File: src/rtl/alu_muldiv_seq_pkg.sv
// alu_muldiv_seq_pkg: shared datapath widths, ALU op encodings and sequencer state encodings
package alu_muldiv_seq_pkg;
   localparam int WIDTH = 24;
   localparam int CNT_W = 5;
   localparam logic [1:0] ALU_AND = 2'b00;
   localparam logic [1:0] ALU_OR  = 2'b01;
   localparam logic [1:0] ALU_ADD = 2'b10;
   typedef enum logic [1:0] {
      S_IDLE = 2'd0,
      S_MUL  = 2'd1,
      S_DIV  = 2'd2,
      S_DONE = 2'd3
   } state_t;
endpackage

File: src/rtl/alu_muldiv_seq_if.sv
// alu_muldiv_seq_if: request/result and shared-ALU signals between decoder, ALU and the mul/div sequencer
interface alu_muldiv_seq_if;
   import alu_muldiv_seq_pkg::*;
   logic             start;
   logic             op_div;
   logic [WIDTH-1:0] op_a;
   logic [WIDTH-1:0] op_b;
   logic             busy;
   logic             done;
   logic [WIDTH-1:0] result_hi;
   logic [WIDTH-1:0] result_lo;
   logic             div_zero;
   logic [WIDTH-1:0] alu_a;
   logic [WIDTH-1:0] alu_b;
   logic [1:0]       alu_op;
   logic             alu_a_invert;
   logic             alu_b_negate;
   logic [WIDTH-1:0] alu_result;
   logic             alu_carry_out;
   modport slave (
      input  start, op_div, op_a, op_b, alu_result, alu_carry_out,
      output busy, done, result_hi, result_lo, div_zero,
             alu_a, alu_b, alu_op, alu_a_invert, alu_b_negate
   );
   modport master (
      output start, op_div, op_a, op_b, alu_result, alu_carry_out,
      input  busy, done, result_hi, result_lo, div_zero,
             alu_a, alu_b, alu_op, alu_a_invert, alu_b_negate
   );
endinterface

File: src/rtl/alu_muldiv_seq.sv
// alu_muldiv_seq: 24x24 multiply / 24/24 restoring divide, one shared-ALU add per clock; ALU_MULDIV_EARLY_TERM_EN enables MUL early termination
module alu_muldiv_seq
   import alu_muldiv_seq_pkg::*;
(
   input logic clk,
   input logic rst_n,
   alu_muldiv_seq_if.slave bus
);
   state_t           state, state_nx;
   logic [CNT_W-1:0] cnt;
   logic [WIDTH-1:0] p_hi, p_lo, m, hi_nx, lo_nx;
   logic [WIDTH:0]   s, acc;
   logic             q_bit, last, div_by_zero, early, run_mul, run_div;
   logic [2*WIDTH-1:0] p_shift;
`ifdef ALU_MULDIV_EARLY_TERM_EN
   logic [CNT_W-1:0] rem;
   assign rem     = CNT_W'(WIDTH) - cnt;
   assign early   = state == S_MUL && (p_lo & ({WIDTH{1'b1}} >> cnt)) == '0;
   assign p_shift = {p_hi, p_lo} >> rem;
`else
   assign early   = 1'b0;
   assign p_shift = '0;
`endif
   assign div_by_zero = bus.op_div && bus.op_b == '0;
   assign last        = cnt == CNT_W'(WIDTH - 1);
   assign s           = {p_hi, p_lo[WIDTH-1]};
   assign q_bit       = s[WIDTH] | bus.alu_carry_out;
   // MUL keeps the add carry so it lands in P_hi's top bit on the shift
   assign acc         = p_lo[0] ? {bus.alu_carry_out, bus.alu_result} : {1'b0, p_hi};
   assign hi_nx       = state == S_DIV ? (q_bit ? bus.alu_result : s[WIDTH-1:0]) : acc[WIDTH:1];
   assign lo_nx       = state == S_DIV ? {p_lo[WIDTH-2:0], q_bit} : {acc[0], p_lo[WIDTH-1:1]};
   assign run_mul     = state == S_MUL && !early;
   assign run_div     = state == S_DIV;
   // state register
   always_ff @(posedge clk or negedge rst_n)
      if (!rst_n) state <= S_IDLE;
      else state <= state_nx;
   // next state: accept start only in IDLE, finish after the last or early-terminated iteration
   always_comb begin
      state_nx = state == S_IDLE ? (bus.start ? (div_by_zero ? S_DONE : bus.op_div ? S_DIV : S_MUL) : S_IDLE)
               : state == S_DONE ? S_IDLE
               : (last || early) ? S_DONE : state;
   end
   // datapath: operand load, one shift/add iteration per cycle, result capture
   always_ff @(posedge clk or negedge rst_n)
      if (!rst_n) begin
         cnt           <= '0;
         p_hi          <= '0;
         p_lo          <= '0;
         m             <= '0;
         bus.result_hi <= '0;
         bus.result_lo <= '0;
         bus.div_zero  <= 1'b0;
      end else if (state == S_IDLE) begin
         if (bus.start) begin
            cnt          <= '0;
            p_hi         <= '0;
            p_lo         <= bus.op_div ? bus.op_a : bus.op_b;
            m            <= bus.op_div ? bus.op_b : bus.op_a;
            bus.div_zero <= div_by_zero;
            if (div_by_zero) begin
               bus.result_hi <= bus.op_a;
               bus.result_lo <= '1;
            end
         end
      end else if (state != S_DONE) begin
         cnt  <= cnt + 1'b1;
         p_hi <= hi_nx;
         p_lo <= lo_nx;
         if (early) {bus.result_hi, bus.result_lo} <= p_shift;
         else if (last) begin
            bus.result_hi <= hi_nx;
            bus.result_lo <= lo_nx;
         end
      end
   // outputs: status from state, ALU driven only while iterating, otherwise a quiet AND of zeros
   always_comb begin
      bus.busy         = state != S_IDLE;
      bus.done         = state == S_DONE;
      bus.alu_a        = run_div ? s[WIDTH-1:0] : run_mul ? p_hi : '0;
      bus.alu_b        = (run_mul || run_div) ? m : '0;
      bus.alu_op       = (run_mul || run_div) ? ALU_ADD : ALU_AND;
      bus.alu_a_invert = 1'b0;
      bus.alu_b_negate = run_div;
   end
endmodule

File: src/flat_wrapper.sv
// flat-port wrapper written by rule: the top's interface ports become plain ports
module alu_muldiv_seq_flat import alu_muldiv_seq_pkg::*;
  (clk, rst_n, bus_start, bus_op_div, bus_op_a, bus_op_b, bus_alu_result, bus_alu_carry_out, bus_busy, bus_done, bus_result_hi, bus_result_lo, bus_div_zero, bus_alu_a, bus_alu_b, bus_alu_op, bus_alu_a_invert, bus_alu_b_negate);
  alu_muldiv_seq_if bus_i ();
  input logic clk;
  input logic rst_n;
  input wire logic [$bits(bus_i.start)-1:0] bus_start;
  input wire logic [$bits(bus_i.op_div)-1:0] bus_op_div;
  input wire logic [$bits(bus_i.op_a)-1:0] bus_op_a;
  input wire logic [$bits(bus_i.op_b)-1:0] bus_op_b;
  input wire logic [$bits(bus_i.alu_result)-1:0] bus_alu_result;
  input wire logic [$bits(bus_i.alu_carry_out)-1:0] bus_alu_carry_out;
  output wire logic [$bits(bus_i.busy)-1:0] bus_busy;
  output wire logic [$bits(bus_i.done)-1:0] bus_done;
  output wire logic [$bits(bus_i.result_hi)-1:0] bus_result_hi;
  output wire logic [$bits(bus_i.result_lo)-1:0] bus_result_lo;
  output wire logic [$bits(bus_i.div_zero)-1:0] bus_div_zero;
  output wire logic [$bits(bus_i.alu_a)-1:0] bus_alu_a;
  output wire logic [$bits(bus_i.alu_b)-1:0] bus_alu_b;
  output wire logic [$bits(bus_i.alu_op)-1:0] bus_alu_op;
  output wire logic [$bits(bus_i.alu_a_invert)-1:0] bus_alu_a_invert;
  output wire logic [$bits(bus_i.alu_b_negate)-1:0] bus_alu_b_negate;
  assign bus_i.start = bus_start;
  assign bus_i.op_div = bus_op_div;
  assign bus_i.op_a = bus_op_a;
  assign bus_i.op_b = bus_op_b;
  assign bus_i.alu_result = bus_alu_result;
  assign bus_i.alu_carry_out = bus_alu_carry_out;
  assign bus_busy = bus_i.busy;
  assign bus_done = bus_i.done;
  assign bus_result_hi = bus_i.result_hi;
  assign bus_result_lo = bus_i.result_lo;
  assign bus_div_zero = bus_i.div_zero;
  assign bus_alu_a = bus_i.alu_a;
  assign bus_alu_b = bus_i.alu_b;
  assign bus_alu_op = bus_i.alu_op;
  assign bus_alu_a_invert = bus_i.alu_a_invert;
  assign bus_alu_b_negate = bus_i.alu_b_negate;
  alu_muldiv_seq u_core (.clk(clk), .rst_n(rst_n), .bus(bus_i));
endmodule
File: config.mk
export PLATFORM = sky130hd
export DESIGN_NAME = alu_muldiv_seq_flat
export DESIGN_NICKNAME = d
export VERILOG_FILES = /design/src/rtl/alu_muldiv_seq_pkg.sv /design/src/rtl/alu_muldiv_seq_if.sv /design/src/rtl/alu_muldiv_seq.sv /design/src/flat_wrapper.sv
export SDC_FILE = /design/constraint.sdc
export NUM_CORES = 1
export LEC_CHECK = 0
export BUFFER_PORTS_ARGS = -buffer_cell sky130_fd_sc_hd__buf_2
export CORE_MARGIN = 5
export CORE_UTILIZATION = 41
export CTS_BUF_LIST = sky130_fd_sc_hd__clkbuf_8
export DETAILED_ROUTE_END_ITERATION = 6
export GPL_TIMING_DRIVEN = 0
export PLACE_DENSITY = 0.72
export SYNTH_ARGS = -nofsm -noshare
export SYNTH_HDL_FRONTEND = slang
export SYNTH_SLANG_ARGS = --single-unit
File: constraint.sdc
create_clock -name clk -period 3 [get_ports clk]
set_clock_uncertainty 0.15 [all_clocks]
set_input_delay 0.6 -clock clk [delete_from_list [all_inputs] [get_ports clk]]
set_output_delay 0.6 -clock clk [all_outputs]
set_load 0.01 [all_outputs]
==> qor.json, run 1 <==
{
  "final_layout": {
    "multi_input_comb_area_um2": 4110,
    "fin_nets": 1169,
    "utilization_pct": 50.6,
    "num-fill-cells": 1815,
    "area_delta_synth_final_pct": 21.2,
    "seqCellArea_um2": 3200,
    "drive_above_1_share_pct": 27.2
  },
  "timing": {
    "achievable-frequency_mhz": 352,
    "worst_slew_margin_rel_pct": 56.8,
    "worstMarginPinSlew_ps": 648,
    "crit_share_post_route_pct": 94.8,
    "final.setup.tns_ps": 0,
    "final-hold-violation-count": 0,
    "finalMaxSlewViolations": 0,
    "finalCriticalPeriod_ps": 2840,
    "setup_viol": 0
  },
  "placement": {
    "gpl_wtd_cong": 0.907,
    "dp_hpwl_um": 20400,
    "port_buffers": 176
  },
  "pwr": {
    "design_power_total_mw": 9.76,
    "worst_ir_drop_vdd_mv": 0.474,
    "power_density_nw_per_um2": 1020,
    "p_leak_nw": 4.50
  },
  "worst_hold_path": {
    "timing.hold.worst_path_depth": 3,
    "hold_class": "in -> reg"
  },
  "cts": {
    "cts_buffers": 17,
    "clock_sinks": 128,
    "cts-htree-levels": 4,
    "ctsRootBufferMaster": "clkbuf_8",
    "clkLatencyLatePin_ps": 450,
    "postCtsSetupBuffers": 0,
    "clkTransAtPathRegs_ps": 80,
    "cts_tree": "done",
    "cts_max_path_buffers": 2
  },
  "critical_path": {
    "cp_data_arrival_time_ps": 2090,
    "worst-path-max-fanout": 19,
    "start_kind": "flip-flop",
    "worstRegToRegCells": 8,
    "cell_mode_on_critical_path": "clkbuf_8",
    "slowest_stage": "dfrtp_1",
    "crit_type": "reg -> out",
    "worst_path_largest_cell_delay_ps": 420,
    "worst_setup_path_end_kind": "output port",
    "cp_data_required_time_ps": 2250,
    "worstPathCellList": "inv_1 -> ha_1 -> buf_6 -> clkbuf_8 -> clkbuf_8 -> nand2_1 -> o21ai_0 -> buf_2"
  },
  "drt": {
    "post-route-drc-count": 0,
    "drtIter0Drc": 708,
    "detailed_route_wire_length_um": 26500,
    "routed_via_density": 5.60,
    "ant_nets": 0,
    "vias": 7621,
    "firstDrtPassIters": 7,
    "routedWlPerCell_um": 19.5
  },
  "die": {
    "die_area_um2": 22100,
    "initial_utilization_pct": 41.8,
    "area_of_the_placeable_core_um2": 18800,
    "core.rowCount": 50,
    "die_width_um": 149,
    "die_height_um": 149,
    "num_io_pins": 180
  },
  "logic_synthesis": {
    "synthDominantCellAreaShare_pct": 40.7,
    "netlist.top_cell.by_area": "dfrtp_1",
    "synth_enable_flop_cells": 0,
    "synth_most_common_cell": "nand2_1",
    "synth_warnings": 0,
    "netlist_area_um2": 7870,
    "postSynthAreaPerCell_um2": 8.84,
    "ys_seq_area_share_pct": 40.7,
    "yosys_most_used_dff": "dfrtp_1",
    "synth.area.top_cells": "dfrtp_1 (41%), o21ai_0 (10%), mux2i_1 (9.4%), nand2_1 (8.4%), mux2_2 (5.9%)",
    "yosys-top-cells-count": "nand2_1 (177), o21ai_0 (162), dfrtp_1 (128)",
    "synthCells": 890,
    "synth-seq-cells": 128,
    "synth.distinct_cells": 44,
    "async_reset_ff_share_pct": 100
  },
  "grt": {
    "grt_pass1_vias": 7601,
    "grt_first_pass_wirelength_um": 41900,
    "grt_max_degree": 96,
    "gr-total-overflow": 0,
    "gr-usage-all-layers_pct": 24.0,
    "antenna_found_initial": 4
  },
  "flow_run": {
    "cap_viol_max_count": 0
  },
  "status": {
    "outcome": "finished clean"
  }
}
-- sequential cells by signal, indices dropped and copies added (netlist names) --
signal                cells
u_core.bus.div_zero       1
u_core.bus.result_hi     24
u_core.bus.result_lo     24
u_core.cnt                5
u_core.m                 24
u_core.p_hi              24
u_core.p_lo              24
u_core.state              2
-- final timing paths --
path | start | endpoint | slack [ps]
min in group asynchronous | rst_n | u_core.bus.result_lo[7] | 460
min | bus_op_a[22] | u_core.bus.result_hi[22] | 320
min reg2reg | u_core.m[18] | u_core.m[18] | 320
max | u_core.state[0] | bus_alu_a[0] | 160
max in group asynchronous | rst_n | u_core.p_hi[3] | 1450
max reg2reg | u_core.state[0] | u_core.bus.result_hi[22] | 180
-- metrics by stage --
step	cells	worst slack, ps	hold WS, ps	cell area [um2]
after floorplan	891	329	154	7870
after global placement	1327	-609	304	9080
after detailed placement	1328	-320	314	9110
after CTS	1360	21.3	289	9530
after global routing	1362	-3.61	324	9540
final	1362	156	323	9540
-- repair_timing --
item | in CTS | in global routing
hold buffers | 1 | 0
gates resized for setup | 14 | 8
endpoints found under the setup margin | 24 | 22
endpoints found under the hold margin | 33 | 0
-- cell families after synthesis --
group,synth area share (%)
other cells,0.0476
fa+ha+maj,0.795
simple gates,13.4
buf+inv,7.09
compound gates,22.7
flops,40.7
mux,15.3
-- report_power, final --
| group | switching [mW] | internal [mW] | total [mW] |
|---|---|---|---|
| Sequential | 0.622 | 2.50 | 3.13 |
| Clock | 0.694 | 0.755 | 1.45 |
| Combinational | 3.14 | 2.05 | 5.18 |
| Total | 4.45 | 5.31 | 9.76 |
-- placed cells by master, fill, tap and decap left out, types with 4 or more instances in the layout --
cell type  netlist  final
nand2_1        177    177
inv_1           51     56
and2_1          25     25
o221ai_1         4      4
dfrtp_1        128    128
buf_2           15    189
nor2b_1          6      6
a211oi_1         4      4
nor2_1          10     10
nor4_1           4      4
clkinv_2         0      5
buf_6            2      4
mux2_2          41     41
o21ai_0        162    160
mux2i_1         74     74
clkbuf_1        51     45
o221ai_2        20     20
a31oi_1         26     26
o22ai_1         24     24
a21oi_1          5      5
a211o_1          8      8
clkbuf_8         0     22
o2111ai_1       19     19
ha_1             5      5
-- cell type report --
cell class,instances,share of cell area (%)
repair buffers,178,9.70
plain buffers,75,4.21
flip-flops and latches,128,33.6
inverters,52,2.05
multi-input cells,635,43.1
diodes,3,0.0787
well taps,260,3.41
clock inverters,12,1.09
clock buffers,19,2.74
-- layer usage --
metal,vias up,global-route usage (%),part of all wire (%)
li1,3557,-,-
met1,3640,32.7,43
met2,370,37.1,46
met3,52,5.94,9.1
met4,2,8.87,2.6
met5,-,0,0.026
-- worst max-delay path: cells and delay by family (launching register included) --
family,cells,cell delay [ps]
and+or+nand+nor,1,50
AOI/OAI and AO/OA,1,130
DFF,1,420
adders and majority gates,1,180
buffers and inverters,5,860
Note: power is estimated with default switching activity, not from simulation.
==> run 2: changes to the inputs <==
--- a/config.mk
+++ b/config.mk
@@ -5,13 +5,14 @@
 export SDC_FILE = /design/constraint.sdc
 export NUM_CORES = 1
 export LEC_CHECK = 0
-export BUFFER_PORTS_ARGS = -buffer_cell sky130_fd_sc_hd__buf_2
 export CORE_MARGIN = 5
 export CORE_UTILIZATION = 41
 export CTS_BUF_LIST = sky130_fd_sc_hd__clkbuf_8
 export DETAILED_ROUTE_END_ITERATION = 6
+export DONT_BUFFER_PORTS = 1
 export GPL_TIMING_DRIVEN = 0
-export PLACE_DENSITY = 0.72
+export PLACE_DENSITY = 0.64
+export RECOVER_POWER = 25
 export SYNTH_ARGS = -nofsm -noshare
 export SYNTH_HDL_FRONTEND = slang
 export SYNTH_SLANG_ARGS = --single-unit
==> qor.json, run 2 (synthesis results as in run 1) <==
{
  "status": {
    "outcome": "complete, but fails checks",
    "failed_checks": "hold timing"
  },
  "cts": {
    "clkLatencyLatePin": {"value": 460, "unit": "ps", "change": "about the same"},
    "cts_max_path_buffers": {"value": 2, "change": "unchanged"},
    "clkTransAtPathRegs": {"value": 80, "unit": "ps", "change": "about the same"},
    "postCtsSetupBuffers": {"value": 0, "change": "unchanged"},
    "ctsRootBufferMaster": "clkbuf_8",
    "cts-htree-levels": {"value": 4, "change": "unchanged"},
    "cts_tree": "done",
    "cts_buffers": {"value": 17, "change": "unchanged"},
    "clock_sinks": {"value": 128, "change": "unchanged"}
  },
  "critical_path": {
    "worst_path_largest_cell_delay": {"value": 440, "unit": "ps", "change": "+20 ps"},
    "slowest_stage": "dfrtp_2",
    "worstPathCellList": "inv_1 -> ha_2 -> buf_6 -> clkbuf_8 -> clkbuf_8 -> clkbuf_8 -> nand2_1 -> o21ai_1",
    "path_buf_inv": {"value": 5, "change": "unchanged"},
    "worst_setup_path_end_kind": "output port",
    "start_kind": "flip-flop",
    "critical_path.top_delay_family": "buffers and inverters",
    "worst-path-max-fanout": {"value": 10, "change": "-9"},
    "cp_data_required_time": {"value": 2250, "unit": "ps", "change": "about the same"},
    "cp_data_arrival_time": {"value": 2160, "unit": "ps", "change": "+70 ps"},
    "crit_type": "reg -> out",
    "cell_mode_on_critical_path": "clkbuf_8",
    "reg2reg_setup_slack": {"value": 260, "unit": "ps", "change": "+80 ps"}
  },
  "placement": {
    "dp_hpwl": {"value": 20000, "unit": "um", "change": "-2.2%"},
    "post_dp_cell_area": {"value": 8200, "unit": "um2", "change": "-10%"},
    "port_buffers": {"value": 0, "change": "-100%"},
    "post-place-cells": {"value": 1151, "change": "-13%"},
    "gpl_wtd_cong": {"value": 0.939, "change": "+3.4%"}
  },
  "final_layout": {
    "diodes": {"value": 0, "change": "-3"},
    "fin_cells": {"value": 1181, "change": "-13%"},
    "layout_common_cells": "nand2_1 (177), o21ai_0 (146), dfrtp_1 (127)",
    "drive_above_1_share": {"value": 14.8, "unit": "%", "change": "-12 points"},
    "stdcell_area": {"value": 8640, "unit": "um2", "change": "-9.4%"},
    "area_delta_synth_final_pct": 9.79,
    "mostFrequentLayoutCell": "nand2_1",
    "fin_nets": {"value": 992, "change": "-15%"},
    "num-fill-cells": {"value": 1861, "change": "+2.5%"}
  },
  "pwr": {
    "switching_share": {"value": 46.8, "unit": "%", "change": "+1.2 points"},
    "design_power_total": {"value": 9.19, "unit": "mW", "change": "-5.9%"},
    "seq_power_share": {"value": 36.1, "unit": "%", "change": "+4.1 points"},
    "power.net_switching": {"value": 4.30, "unit": "mW", "change": "-3.5%"},
    "worst_ir_drop_vdd": {"value": 0.399, "unit": "mV", "change": "-16%"},
    "p_comb_share": {"value": 48.3, "unit": "%", "change": "-4.8 points"},
    "internal_power": {"value": 4.89, "unit": "mW", "change": "-7.9%"},
    "p_leak": {"value": 3.77, "unit": "nW", "change": "-16%"},
    "clkPwrFrac": {"value": 15.6, "unit": "%", "change": "+0.8 points"},
    "power_density": {"value": 1060, "unit": "nW/um2", "change": "+3.9%"}
  },
  "die": {
    "area_of_the_placeable_core": {"value": 18800, "unit": "um2", "change": "unchanged"},
    "die_height": {"value": 149, "unit": "um", "change": "unchanged"},
    "die_area": {"value": 22100, "unit": "um2", "change": "unchanged"},
    "num_io_pins": {"value": 180, "change": "unchanged"},
    "die_width": {"value": 149, "unit": "um", "change": "unchanged"},
    "initial_utilization": {"value": 41.8, "unit": "%", "change": "unchanged"},
    "core.rowCount": {"value": 50, "change": "unchanged"}
  },
  "timing": {
    "finalCriticalPeriod": {"value": 2910, "unit": "ps", "change": "+67.0 ps"},
    "holdWs": {"value": -313, "unit": "ps", "change": "-636 ps"},
    "finalMaxSlewViolations": {"value": 0, "change": "unchanged"},
    "crit_share_post_route": {"value": 97.1, "unit": "%", "change": "+2.2 points"},
    "achievable-frequency": {"value": 343, "unit": "MHz", "change": "-2.3%"},
    "worstMarginPinSlew": {"value": 614, "unit": "ps", "change": "-34.1 ps"},
    "rsz0062_at_grt": "yes",
    "setup_viol": {"value": 0, "change": "unchanged"},
    "final-hold-violation-count": {"value": 128, "change": "+128"},
    "worst_slew_margin_rel": {"value": 59.0, "unit": "%", "change": "+2.3 points"}
  },
  "drt": {
    "routedWlPerCell": {"value": 22.2, "unit": "um", "change": "+14%"},
    "firstDrtPassIters": {"value": 5, "change": "-2"},
    "vias": {"value": 6863, "change": "-9.9%"},
    "ant_nets": {"value": 0, "change": "unchanged"},
    "detailed_route_wire_length": {"value": 26200, "unit": "um", "change": "-1.1%"},
    "routed_via_density": {"value": 5.81, "change": "+3.9%"},
    "drtIter0Drc": {"value": 609, "change": "-14%"},
    "post-route-drc-count": {"value": 0, "change": "unchanged"}
  },
  "grt": {
    "grt_pass1_vias": {"value": 6696, "change": "-12%"},
    "gr-usage-all-layers": {"value": 23.6, "unit": "%", "change": "-0.48 points"},
    "grt_max_degree": {"value": 129, "change": "+34%"},
    "grt_first_pass_wirelength": {"value": 40200, "unit": "um", "change": "-4.0%"},
    "antenna_found_initial": {"value": 0, "change": "-4"},
    "gr-total-overflow": {"value": 0, "change": "unchanged"}
  },
  "flow_run": {
    "cap_viol_max_count": {"value": 0, "change": "unchanged"}
  },
  "worst_hold_path": {
    "hold_class": "in -> async"
  }
}
run 2: cell count changes in the layout (fill, tap and decap cells not counted), moves of 2 or more:
cell and delta:
diode_2 -3, o21ai_1 +4, buf_2 -175, o21ai_2 +10, o21ai_0 -14, buf_4 +2
run 2: path summary, 6_finish.rpt:
kind,start,to,cells past startpoint
worst max register to register,u_core.state[1],u_core.bus.result_hi[22],8
max in group asynchronous,rst_n,u_core.m[1],0
worst min-delay path,rst_n,u_core.p_hi[17],0
worst min register to register,u_core.m[21],u_core.m[21],2
worst max-delay path,u_core.state[0],bus_alu_a[9],8
min in group clk,bus_op_a[18],u_core.bus.result_hi[18],2
run 2: power groups by stage:
stage	Clock, mW	Sequential [mW]	Combinational (mW)
global route	1.51	3.42	4.98
finish	1.43	3.32	4.44
floorplan	0	3.07	3.31
global placement	0	3.33	4.20
detailed placement	0	3.34	4.30
CTS	1.43	3.32	4.41
run 2: area by class of cell:
| cell class | count | area (um2) | share of cell area [%] |
|---|---|---|---|
| tap | 260 | 325 | 3.76 |
| clock inverter | 12 | 105 | 1.22 |
| buffer | 76 | 410 | 4.75 |
| sequential | 128 | 3200 | 37.1 |
| inverter | 52 | 195 | 2.26 |
| clock buffer | 18 | 248 | 2.87 |
| multi-input combinational | 635 | 4150 | 48.1 |
run 2: what timing repair did:
action | CTS | global route
hold endpoints to repair | 128 | 128
cloned | 0 | 0
gates resized for setup | 33 | 16
endpoints found under the setup margin | 24 | 19
run 2: through the flow:
| step | setup WS, ps | setup TNS [ps] | utilization, % |
|---|---|---|---|
| floorplan | 329 | 0 | - |
| finish | 88.5 | 0 | 45.9 |
| detailed placement | -436 | -8000 | 43.5 |
| global placement | -430 | -7770 | 43.5 |
| global route | -6.43 | -6.43 | 45.9 |
| CTS | 39.1 | 0 | 45.8 |
run 2: layer usage:
metal	vias up	track usage [%]	routed length (um)
li1	3198	-	-
met1	3331	31.6	11000
met2	295	36.5	12000
met3	39	8.23	2840
met4	0	6.00	419
met5	-	0	0
run 2: worst reg2reg max path, delay by kind of cell (launching register included):
kind            cells  cell delay (ps)
flops               1              420
simple gates        2              760
fa+ha+maj           1              200
buf+inv             3              700
compound gates      2              430
==> run 3: changes to the inputs <==
--- a/config.mk
+++ b/config.mk
@@ -6,12 +6,12 @@
 export NUM_CORES = 1
 export LEC_CHECK = 0
 export CORE_MARGIN = 5
-export CORE_UTILIZATION = 41
+export CORE_UTILIZATION = 42
 export CTS_BUF_LIST = sky130_fd_sc_hd__clkbuf_8
 export DETAILED_ROUTE_END_ITERATION = 6
 export DONT_BUFFER_PORTS = 1
 export GPL_TIMING_DRIVEN = 0
-export PLACE_DENSITY = 0.64
+export PLACE_DENSITY = 0.65
 export RECOVER_POWER = 25
 export SYNTH_ARGS = -nofsm -noshare
 export SYNTH_HDL_FRONTEND = slang
==> constraint.sdc (replaced) <==
create_clock -name clk -period 2.7 [get_ports clk]
set_clock_uncertainty 0.15 [all_clocks]
set_input_delay 0.54 -clock clk [delete_from_list [all_inputs] [get_ports clk]]
set_output_delay 0.54 -clock clk [all_outputs]
set_load 0.01 [all_outputs]
==> qor.json, run 3 (synthesis results as in run 1) <==
{
  "final_layout": {
    "fin_nets": {"value": 996, "change": "+0.40%"},
    "layout_common_cells": "nand2_1 (176), o21ai_0 (138), dfrtp_1 (128)",
    "drive_above_1_share": {"value": 18.2, "unit": "%", "change": "+3.5 points"},
    "area_delta_synth_final_pct": 13.0,
    "mostFrequentLayoutCell": "nand2_1",
    "fin_cells": {"value": 1161, "change": "-1.7%"},
    "utilization": {"value": 47.8, "unit": "%", "change": "+2.0 points"},
    "diodes": {"value": 0, "change": "unchanged"}
  },
  "critical_path": {
    "worst_path_largest_cell_delay": {"value": 420, "unit": "ps", "change": "-20 ps"},
    "worstPathCellList": "buf_4 -> ha_1 -> or2_1 -> buf_2 -> o21ai_4 -> and4_1 -> buf_6 -> buf_12 -> o221ai_2",
    "crit_type": "reg -> reg",
    "cp_data_arrival_time": {"value": 2770, "unit": "ps", "change": "+610 ps"},
    "start_kind": "flip-flop",
    "cp_data_required_time": {"value": 2880, "unit": "ps", "change": "+630 ps"},
    "worst-path-max-fanout": {"value": 10, "change": "unchanged"},
    "slowest_stage": "dfrtp_1",
    "worst_setup_path_end_kind": "flip-flop",
    "path_buf_inv": {"value": 4, "change": "-1"},
    "critical_path.top_delay_family": "buffers and inverters"
  },
  "timing": {
    "achievable-frequency_mhz": 387,
    "worst_slew_margin_rel": {"value": 58.0, "unit": "%", "change": "-1.0 points"},
    "final-hold-violation-count": {"value": 128, "change": "unchanged"},
    "rsz0062_at_grt": "no",
    "final.setup.tns": {"value": 0, "unit": "ps", "change": "unchanged"},
    "finalMaxSlewViolations": {"value": 0, "change": "unchanged"},
    "worstMarginPinSlew": {"value": 630, "unit": "ps", "change": "+15.5 ps"},
    "finalCriticalPeriod_ps": 2580,
    "finalWorstSetupSlack": {"value": 118, "unit": "ps", "change": "+29.7 ps"},
    "crit_share_post_route_pct": 95.6,
    "setup_viol": {"value": 0, "change": "unchanged"},
    "holdWs": {"value": -377, "unit": "ps", "change": "-64.4 ps"}
  },
  "drt": {
    "post-route-drc-count": {"value": 0, "change": "unchanged"},
    "ant_nets": {"value": 0, "change": "unchanged"},
    "vias": {"value": 7018, "change": "+2.3%"},
    "routed_via_density": {"value": 6.04, "change": "+4.0%"},
    "detailed_route_wire_length": {"value": 26400, "unit": "um", "change": "+0.45%"},
    "firstDrtPassIters": {"value": 5, "change": "unchanged"},
    "drtIter0Drc": {"value": 628, "change": "+3.1%"},
    "routedWlPerCell": {"value": 22.7, "unit": "um", "change": "+2.2%"}
  },
  "pwr": {
    "design_power_total": {"value": 10.8, "unit": "mW", "change": "+18%"},
    "p_leak": {"value": 3.87, "unit": "nW", "change": "+2.5%"},
    "worst_ir_drop_vdd": {"value": 0.503, "unit": "mV", "change": "+26%"},
    "power_density": {"value": 1220, "unit": "nW/um2", "change": "+14%"}
  },
  "die": {
    "area_of_the_placeable_core": {"value": 18600, "unit": "um2", "change": "-1.3%"},
    "num_io_pins": {"value": 180, "change": "unchanged"},
    "core.rowCount": {"value": 50, "change": "unchanged"},
    "die_width": {"value": 147, "unit": "um", "change": "-1.1%"},
    "die_height": {"value": 147, "unit": "um", "change": "-1.1%"},
    "die_area": {"value": 21600, "unit": "um2", "change": "-2.2%"},
    "initial_utilization": {"value": 42.4, "unit": "%", "change": "+0.56 points"}
  },
  "cts": {
    "cts-htree-levels": {"value": 4, "change": "unchanged"},
    "cts_max_path_buffers": {"value": 2, "change": "unchanged"},
    "clock_sinks": {"value": 128, "change": "unchanged"},
    "clkLatencyLatePin": {"value": 470, "unit": "ps", "change": "about the same"},
    "clkTransAtPathRegs": {"value": 90, "unit": "ps", "change": "about the same"},
    "cts_tree": "done",
    "cts_buffers": {"value": 17, "change": "unchanged"},
    "ctsRootBufferMaster": "clkbuf_8"
  },
  "placement": {
    "dp_hpwl": {"value": 20000, "unit": "um", "change": "+0.32%"},
    "gpl_wtd_cong": {"value": 0.879, "change": "-6.3%"},
    "port_buffers": {"value": 0, "change": "unchanged"},
    "pre_cts_ws": {"value": -674, "unit": "ps", "change": "-237 ps"},
    "post-place-cells": {"value": 1125, "change": "-2.3%"}
  },
  "worst_hold_path": {
    "hold_class": "in -> async"
  },
  "status": {
    "outcome": "complete, but fails checks",
    "failed_checks": "hold timing"
  },
  "grt": {
    "grt_first_pass_wirelength": {"value": 40800, "unit": "um", "change": "+1.4%"},
    "grt_pass1_vias": {"value": 6939, "change": "+3.6%"},
    "grt_max_degree": {"value": 129, "change": "unchanged"},
    "gr-total-overflow": {"value": 0, "change": "unchanged"},
    "antenna_found_initial": {"value": 0, "change": "unchanged"},
    "gr-usage-all-layers": {"value": 24.3, "unit": "%", "change": "+0.75 points"}
  },
  "flow_run": {
    "cap_viol_max_count": {"value": 0, "change": "unchanged"}
  }
}
run 3: cell types whose count changed in the layout (fill, tap and decap cells not counted), sizes merged:
cell / delta
clkinvlp: +4
clkinv: -2
inv: -2
bufinv: +2
buf: +4
run 3: worst paths after layout:
kind | cells past startpoint | slack [ps] | to | from
max | 9 | 120 | u_core.bus.result_hi[16] | u_core.state[0]
min | 0 | -380 | u_core.bus.result_lo[6] | rst_n
max reg2reg | 9 | 120 | u_core.bus.result_hi[16] | u_core.state[0]
min reg2reg | 2 | 320 | u_core.m[9] | u_core.m[9]
max in group asynchronous | 0 | 2570 | u_core.p_hi[8] | rst_n
min in group clk | 2 | 100 | u_core.bus.result_hi[22] | bus_op_a[22]
run 3: stage by stage:
stage / hold WS [ps] / instance area, um2
after floorplan: 94.4 / 7870
after CTS: -403 / 8820
final: -377 / 8890
after global routing: -406 / 8890
after global placement: 101 / 8170
after detailed placement: 100 / 8170
run 3: layer usage:
metal,global-route usage (%),vias to the layer above,part of all wire [%]
met1,32.4,3449,41
li1,-,3219,-
met4,7.20,0,2.2
met5,0,-,0
met3,7.68,39,10
met2,38.1,311,46
run 3: what timing repair did:
| item | CTS | global route |
|---|---|---|
| hold endpoints to repair | 128 | 128 |
| cloned | 0 | 1 |
| endpoints found under the setup margin | 44 | 65 |
| setup buffers | 1 | 3 |
| gates resized for setup | 82 | 13 |
| pin swaps | 0 | 1 |
run 3: cell type report:
cell class                 count  area (um2)
inverter                      52         195
fill                        1784        9690
sequential                   128        3200
clock buffer                  18         248
tap                          234         293
buffer                        75         448
timing repair buffer           5        55.1
multi-input combinational    635        4260
clock inverter                14         190
run 3: where the power goes:
| group | internal (mW) | leakage, nW | total, mW | switching [mW] |
|---|---|---|---|---|
| Clock | 1.03 | 0.212 | 1.87 | 0.838 |
| Combinational | 2.04 | 2.15 | 5.28 | 3.24 |
| Sequential | 2.78 | 1.51 | 3.68 | 0.902 |
| Total | 5.84 | 3.87 | 10.8 | 4.98 |
